[src/rtl/tx_frame_arbiter.sv]
// tx_frame_arbiter: round-robin owner of one serial frame transmitter.
// Define TXARB_TIMEOUT_EN for the LAUNCH watchdog (TIMEOUT cycles).
module tx_frame_arbiter #(
  parameter int NREQ    = 4,
  parameter int TIMEOUT = 64
) (
  input  logic                clk,
  input  logic                rst_n,
  input  logic [NREQ-1:0]     req,
  input  logic [NREQ*4-1:0]   req_framesize,
  input  logic [NREQ*128-1:0] req_framebits,
  input  logic [7:0]          baud_cfg,
  input  logic                TXI,
  output logic [NREQ-1:0]     grant,
  output logic [NREQ-1:0]     done,
  output logic                err,
  output logic                busy,
  output logic                tf,
  output logic [3:0]          framesize,
  output logic [127:0]        framebits,
  output logic [7:0]          baudrate
);

  localparam int IW = $clog2(NREQ);

  if (NREQ < 2 || NREQ > 8 || TIMEOUT < 1) begin : g_bad_cfg
    $error("tx_frame_arbiter: bad NREQ/TIMEOUT");
  end

  typedef enum logic [2:0] {
    S_IDLE,
    S_LOAD,
    S_LAUNCH,
    S_BUSY,
    S_DONE
  } state_e;

  state_e          state_q, state_d;
  logic [IW-1:0]   ptr_q, ptr_d;
  logic [IW-1:0]   own_q, own_d;
  logic [NREQ-1:0] grant_q, grant_d;
  logic [NREQ-1:0] done_q, done_d;
  logic            err_q, err_d;
  logic            busy_q, busy_d;
  logic            tf_q, tf_d;
  logic [3:0]      size_q, size_d;
  logic [127:0]    bits_q, bits_d;
  logic [7:0]      baud_q, baud_d;

`ifdef TXARB_TIMEOUT_EN
  localparam int CW = (TIMEOUT > 1) ? $clog2(TIMEOUT) : 1;
  logic [CW-1:0]   cnt_q, cnt_d;
`endif

  logic            hit;
  logic [IW-1:0]   win;
  logic [IW:0]     cand;

  // First set request at or after ptr, wrapping at NREQ.
  always_comb begin
    hit  = 1'b0;
    win  = ptr_q;
    cand = '0;
    for (int k = 0; k < NREQ; k++) begin
      cand = {1'b0, ptr_q} + (IW+1)'(k);
      if (cand >= (IW+1)'(NREQ)) begin
        cand = cand - (IW+1)'(NREQ);
      end
      if (!hit && req[cand[IW-1:0]]) begin
        hit = 1'b1;
        win = cand[IW-1:0];
      end
    end
  end

  always_comb begin
    state_d = state_q;
    ptr_d   = ptr_q;
    own_d   = own_q;
    grant_d = grant_q;
    done_d  = '0;
    err_d   = 1'b0;
    tf_d    = 1'b0;
    size_d  = size_q;
    bits_d  = bits_q;
    baud_d  = baud_q;
`ifdef TXARB_TIMEOUT_EN
    cnt_d   = cnt_q;
`endif
    unique case (state_q)
      S_IDLE: begin
        if (hit && TXI) begin
          state_d      = S_LOAD;
          own_d        = win;
          grant_d      = '0;
          grant_d[win] = 1'b1;
          size_d = req_framesize[4*int'(win) +: 4];
          bits_d = req_framebits[128*int'(win) +: 128];
          baud_d = (baud_cfg < 8'd2) ? 8'd2 : baud_cfg;
        end
      end
      S_LOAD: begin
        if (size_q == 4'd0) begin
          state_d = S_DONE;
          done_d  = grant_q;
          err_d   = 1'b1;
        end else begin
          state_d = S_LAUNCH;
          tf_d    = 1'b1;
`ifdef TXARB_TIMEOUT_EN
          cnt_d   = '0;
`endif
        end
      end
      S_LAUNCH: begin
        if (!TXI) begin
          state_d = S_BUSY;
        end else begin
`ifdef TXARB_TIMEOUT_EN
          if (cnt_q == CW'(TIMEOUT-1)) begin
            state_d = S_DONE;
            done_d  = grant_q;
            err_d   = 1'b1;
          end else begin
            cnt_d = cnt_q + 1'b1;
            tf_d  = 1'b1;
          end
`else
          tf_d = 1'b1;
`endif
        end
      end
      S_BUSY: begin
        if (TXI) begin
          state_d = S_DONE;
          done_d  = grant_q;
        end
      end
      S_DONE: begin
        state_d = S_IDLE;
        grant_d = '0;
        if (own_q == IW'(NREQ-1)) begin
          ptr_d = '0;
        end else begin
          ptr_d = own_q + 1'b1;
        end
      end
      default: begin
        state_d = S_IDLE;
        grant_d = '0;
      end
    endcase
    busy_d = (state_d != S_IDLE);
  end

  always_ff @(posedge clk or negedge rst_n) begin
    if (!rst_n) begin
      state_q <= S_IDLE;
      ptr_q   <= '0;
      own_q   <= '0;
      grant_q <= '0;
      done_q  <= '0;
      err_q   <= 1'b0;
      busy_q  <= 1'b0;
      tf_q    <= 1'b0;
      size_q  <= '0;
      bits_q  <= '0;
      baud_q  <= '0;
`ifdef TXARB_TIMEOUT_EN
      cnt_q   <= '0;
`endif
    end else begin
      state_q <= state_d;
      ptr_q   <= ptr_d;
      own_q   <= own_d;
      grant_q <= grant_d;
      done_q  <= done_d;
      err_q   <= err_d;
      busy_q  <= busy_d;
      tf_q    <= tf_d;
      size_q  <= size_d;
      bits_q  <= bits_d;
      baud_q  <= baud_d;
`ifdef TXARB_TIMEOUT_EN
      cnt_q   <= cnt_d;
`endif
    end
  end

  assign grant     = grant_q;
  assign done      = done_q;
  assign err       = err_q;
  assign busy      = busy_q;
  assign tf        = tf_q;
  assign framesize = size_q;
  assign framebits = bits_q;
  assign baudrate  = baud_q;

  a_grant_1hot: assert property (
    @(posedge clk) disable iff (!rst_n)
    $onehot0(grant));
  a_done_owner: assert property (
    @(posedge clk) disable iff (!rst_n)
    (done & ~grant) == '0);
  a_tf_busy: assert property (
    @(posedge clk) disable iff (!rst_n)
    tf |-> busy);

endmodule

[config.mk]
export PLATFORM = sky130hd
export DESIGN_NAME = tx_frame_arbiter
export DESIGN_NICKNAME = d
export VERILOG_FILES = /design/src/rtl/tx_frame_arbiter.sv
export SDC_FILE = /design/constraint.sdc
export NUM_CORES = 1
export LEC_CHECK = 0
export ABC_AREA = 1
export CAP_MARGIN = 20
export CORE_AREA = 2 2 266 268
export DETAILED_ROUTE_END_ITERATION = 16
export DIE_AREA = 0 0 268 270
export MAX_ROUTING_LAYER = met4
export PLACE_DENSITY = 0.54
export REMOVE_ABC_BUFFERS = 1
export SETUP_SLACK_MARGIN = 0.02
export SYNTH_ARGS = -nofsm -noshare
export SYNTH_HDL_FRONTEND = slang
export SYNTH_SLANG_ARGS = --single-unit
[constraint.sdc]
create_clock -name clk -period 1.8 [get_ports clk]
set_input_delay 0.27 -clock clk [delete_from_list [all_inputs] [get_ports clk]]
set_output_delay 0.27 -clock clk [all_outputs]
set_load 0.01 [all_outputs]
# Word level (Yosys, flattened, before mapping)
# Index checks and enable logic that the tools add are counted.
[totals] register_bits=158 elab_cells=92
[op_classes] reduce_logical=14 order_cmp=11 bitwise_logic=1 eq_ne=6 shift=2 n_addsub=8 muxes=39
[op_table] op="$shiftx A512 B10 Y128" n=1
[op_table] op="$mux W2" n=9
[op_table] op="$pmux W4 S2" n=2
[op_table] op="$shiftx A16 B5 Y4" n=1
[op_table] op="$lt A2 B3 Y1 const B" n=5
[op_table] op="$mux W1" n=13
[op_table] op="$mux W3" n=4
[op_table] op="$mux W4" n=3
[op_table] op="$pmux W3 S4" n=1
[op_table] op="$ge A3 B3 Y1 const B" n=3
[op_table] op="$bmux W1 S2" n=4
[op_table] op="$lt A8 B2 Y1 const B" n=1
[op_table] op="$mux W8" n=1
[op_table] op="$sub A2 B1 Y2 const B" n=4
[op_table] op="$add A2 B2 Y3 const B" n=2
[op_table] op="$eq A3 B2 Y1 const B" n=2
[op_table] op="$logic_and A1 B1 Y1" n=5
[op_table] op="$logic_not A4 Y1" n=1
[op_table] op="$reduce_and A2 Y1" n=2
[op_table] op="$add A2 B1 Y3 const B" n=1
[op_table] op="$eq A3 B1 Y1 const B" n=1
[op_table] op="$eq A3 B3 Y1 const B" n=1
[op_table] op="$ge A2 B3 Y1 const B" n=1
[op_table] op="$logic_not A1 Y1" n=3
[op_table] op="other kinds (10)" n=10

# Depth between registers and ports, before layout
[depth] depth_word=20 ltp_mapped=19 depth_no_buf=16

# Worst setup path after synthesis
# No wires, ideal clock.
[synth_path] path_kind="register to register" start="register ptr_q[1]" end="register bits_q[23], in the netlist framebits[23]" path_slack_ns=-0.103 t_arrival_ns=1.786 period_less_slack_ns=1.903 required_time_ns=1.683 stages_incl_launch_ff=18 n_path_buf=3 cell_sequence="dfrtp_1 > buf_4 > inv_2 > nand2_1 > nand2_2 > nand2_1 > nand2_2 > nand4_4 > nand2_4 > nand2_4 > buf_6 > buf_2 > nand2_1 > nand2_1 > nand2_1 > nand2_1 > nand2_1 > nand2_1"
[synth_via] elab_chain_cells=16 elab_cells_between_ends=40 classes_between="7 x add/sub; 4 x order compare; 1 x shift; 20 x mux; 8 x reduce/logical"
[synth_rtl] element="from (decl)" line_no="39" text="logic [IW-1:0] ptr_q, ptr_d;"
[synth_rtl] element="from (signal assigned)" line_no="174" text="ptr_q <= ptr_d;"
[synth_rtl] element="branches (longest 16 deep; another with $add A2 B1 Y3)"
[synth_rtl] element="to (signal assigned)" line_no="182" text="bits_q <= bits_d;"
[synth_rtl] element="to (decl)" line_no="47" text="logic [127:0] bits_q, bits_d;"
# Parallel ways; which one is timed is not known. The select of a mux whose other input is x is not followed.
# A chain may end at the register's enable or synchronous reset.

# Final worst setup path
[layout_path] start="register ptr_q[0]" end="register bits_q[42], in the netlist framebits[42]"
# Same word-level chain as after synthesis.

==> flow_summary.yaml <==
floorplanning:
  fp.dieW_um: 268
  start_util_pct: 17.1
  core-area_sq_um: 69500
  pin_count: 694
  die_h_um: 270
  rows: 97
  die_area_sq_um: 72400
global_routing:
  grt_usage_pct: 16.5
  grt-ovfl-total: 0
  antenna_found_initial: 3
  grt_pass1_wl_um: 88500
  grt_max_degree: 57
  first_global_vias: 15300
critical_path:
  required_ps: 2170
  critPathLaunchType: "flip-flop"
  cp_max_fo: 7
  crit_type: "flip-flop to flip-flop"
  arrival_ps: 2660
  end_kind: "flip-flop"
detailed_routing:
  drc_errors: 0
  drtIter0Drc: 788
  routed_wl_um: 62200
  avgRoutedWirePerCell_um: 16.4
  ant_nets: 0
  num_vias: 15400
  first_pass_iters: 5
  vias_per_cell: 4.07
timing:
  setup_viol: 149
  worst_pin_slew_ps: 554
  period_needed_ps: 2290
  finalSetupTns_ps: -59040
  max_slew_margin_pct: 63.0
  setup_slack_ps: -493
  timing.final.max_slew_violations: 0
  fin_crit_sh_pct: 127
  fmax_mhz: 436
  skew_ps: 15.2
  hold_viol: 0
  rsz0062_at_grt: "yes"
power_and_ir_drop:
  leakage_nw: 11.5
  p_sw_mw: 23.6
  power_frac_seq_pct: 13.0
  clkPwrFrac_pct: 8.2
  power_density_nw_per_um2: 2100
  p_sw_share_pct: 50.0
  power.total_mw: 47.2
  internal-power_mw: 23.6
  ir_worst_vdd_uv: 1100
  p_comb_share_pct: 78.8
clock_tree:
  cts_htree_levels: 4
  clk_latency_ps: 480
  cts_root_buf: "clkbuf_16"
  cts_buffers: 17
  clock_path_buffers: 2
  path_clk_slew_ps: 80
  cts_tree: "yes"
  cts_sinks: 158
final_layout:
  nFillCells: 7588
  area_growth_pct: 88.9
  nNetsFinal: 3372
  drive_gt1_share_pct: 11.2
  post-route-util_pct: 32.4
  fin_area_sq_um: 22500
  layout.area.seq_sq_um: 3960
  multi_input_area_sq_um: 7110
yosys:
  ys_types: 25
  yosys_warnings: 0
  synth_seq_area_share_pct: 33.2
  avgSynthCellArea_sq_um: 5.83
  ys_ff_latch: 158
  netlist_area_sq_um: 11900
  synthCells: 2044
outcome:
  status: "finished with violations"
  violations: "setup timing"
job:
  cap_violations: 0
placed_design:
  place.detailed.hpwl_um: 46800
  dp_slack_ps: -711
  port_buffers: 693
  placed_area_sq_um: 21000
  gp_congestion: 0.907
min_path:
  hold_class: "input pin to async pin"
-- synth_stat cells --
library cell	number	area share [%]
buf_4	29	1.8
nor2_4	2	0.19
nand4_1	1	0.053
inv_1	20	0.63
nand3_1	283	12
nand2_1	1386	44
nand3_2	2	0.17
nand2_2	10	0.53
o22ai_1	1	0.053
nand4_4	2	0.36
o21ai_0	9	0.38
buf_1	5	0.16
o21a_1	1	0.063
nand2_4	3	0.28
ha_1	1	0.11
buf_6	26	2.5
clkbuf_1	32	1.0
nor3_1	1	0.042
inv_2	3	0.095
clkinv_1	1	0.031
nor2_1	9	0.28
nor4_1	3	0.16
dfrtp_1	158	33
buf_2	55	2.3
a21oi_1	1	0.042
-- routing by layer --
layer	share of wire (%)	GRT usage (%)	up-vias
li1	-	-	7908
met1	43	19.4	6939
met2	49	28.2	485
met3	5.7	3.27	57
met4	2.1	4.95	0
met5	0	-	-
-- critical path: stages (launching register included) --
cell,delay (ps)
dfrtp_2,440
buf_6,150
nand2_1,70
nand2_2,60
nand2_2,80
nand2_4,80
nor2_4,120
nand4_4,130
buf_12,180
clkbuf_4,180
buf_4,160
buf_4,150
nand3_1,80
nand2_1,90
nand2_1,70
nand2_1,50
nand2_1,50
nand2_1,40
-- area by class of cell --
cell class | count | area share (%)
diodes | 3 | 0.0334
well taps | 940 | 5.23
multi-input cells | 1715 | 31.6
clock inverters | 15 | 0.851
repair buffers | 912 | 42.3
flip-flops and latches | 158 | 17.6
clock buffers | 17 | 1.89
inverters | 24 | 0.478
-- kinds of logic after synthesis --
| logic type | Yosys count | synth area share (%) |
|---|---|---|
| AO/OA/AOI/OAI | 12 | 0.536 |
| adder cells (fa/ha/maj) | 1 | 0.105 |
| buffers and inverters | 171 | 8.52 |
| flip-flops | 158 | 33.2 |
| AND/OR/NAND/NOR | 1702 | 57.6 |
-- power by group through the flow --
stage                     Sequential, mW  Clock (mW)  Combinational [mW]
final                               6.11        3.88                37.2
after global routing                6.32        4.20                41.2
after CTS                           6.11        4.05                35.9
after detailed placement            6.12           0                34.2
after global placement              6.12           0                34.4
after floorplan                     6.70           0                11.2
-- flip-flops by register name, summed over array words and instances (netlist names) --
signal / flops
baudrate: 8
tf: 1
busy: 1
done: 4
grant: 4
ptr_q: 2
err: 1
framebits: 128
framesize: 4
state_q: 3
own_q: 2
-- repair_timing --
| action | in CTS | in global routing |
|---|---|---|
| pin swaps | 3 | 6 |
| endpoints found under the hold margin | 39 | 0 |
| cloned | 3 | 11 |
| setup endpoints to repair | 159 | 159 |
| gates resized for setup | 77 | 38 |
| hold buffers | 1 | 0 |
| setup buffers | 5 | 9 |
-- per-stage QoR --
stage          instances  hold WS (ps)
2_1_floorplan       1897         -25.6
3_3_place_gp        3720           302
3_5_place_dp        3720           308
4_1_cts             3761           301
5_1_grt             3784           356
6_report            3784           341
-- placed cells by master (no fill, tap or decap), drive strengths merged --
cell / n
a21oi: 1
buf: 205
bufbuf: 1
bufinv: 1
clkbuf: 30
clkdlybuf4s50: 683
clkinv: 7
clkinvlp: 1
dfrtp: 158
diode: 3
dlygate4sd2: 9
dlygate4sd3: 1
ha: 1
inv: 30
nand2: 1399
nand3: 285
nand4: 3
nor2: 11
nor3: 1
nor4: 3
o21a: 1
o21ai: 9
o22ai: 1
-- final timing paths --
check | from | endpoint | cells past startpoint | slack, ps
max in group asynchronous | rst_n | framebits[65] | 3 | 850
hold / removal | rst_n | done[2] | 2 | 340
setup reg to reg | ptr_q[0] | framebits[42] | 17 | -490
min in group clk | baud_cfg[0] | baudrate[0] | 3 | 370
hold reg to reg | framebits[29] | framebits[29] | 2 | 480
setup / recovery | ptr_q[0] | framebits[42] | 17 | -490
Power figures use the tool's default switching activity.
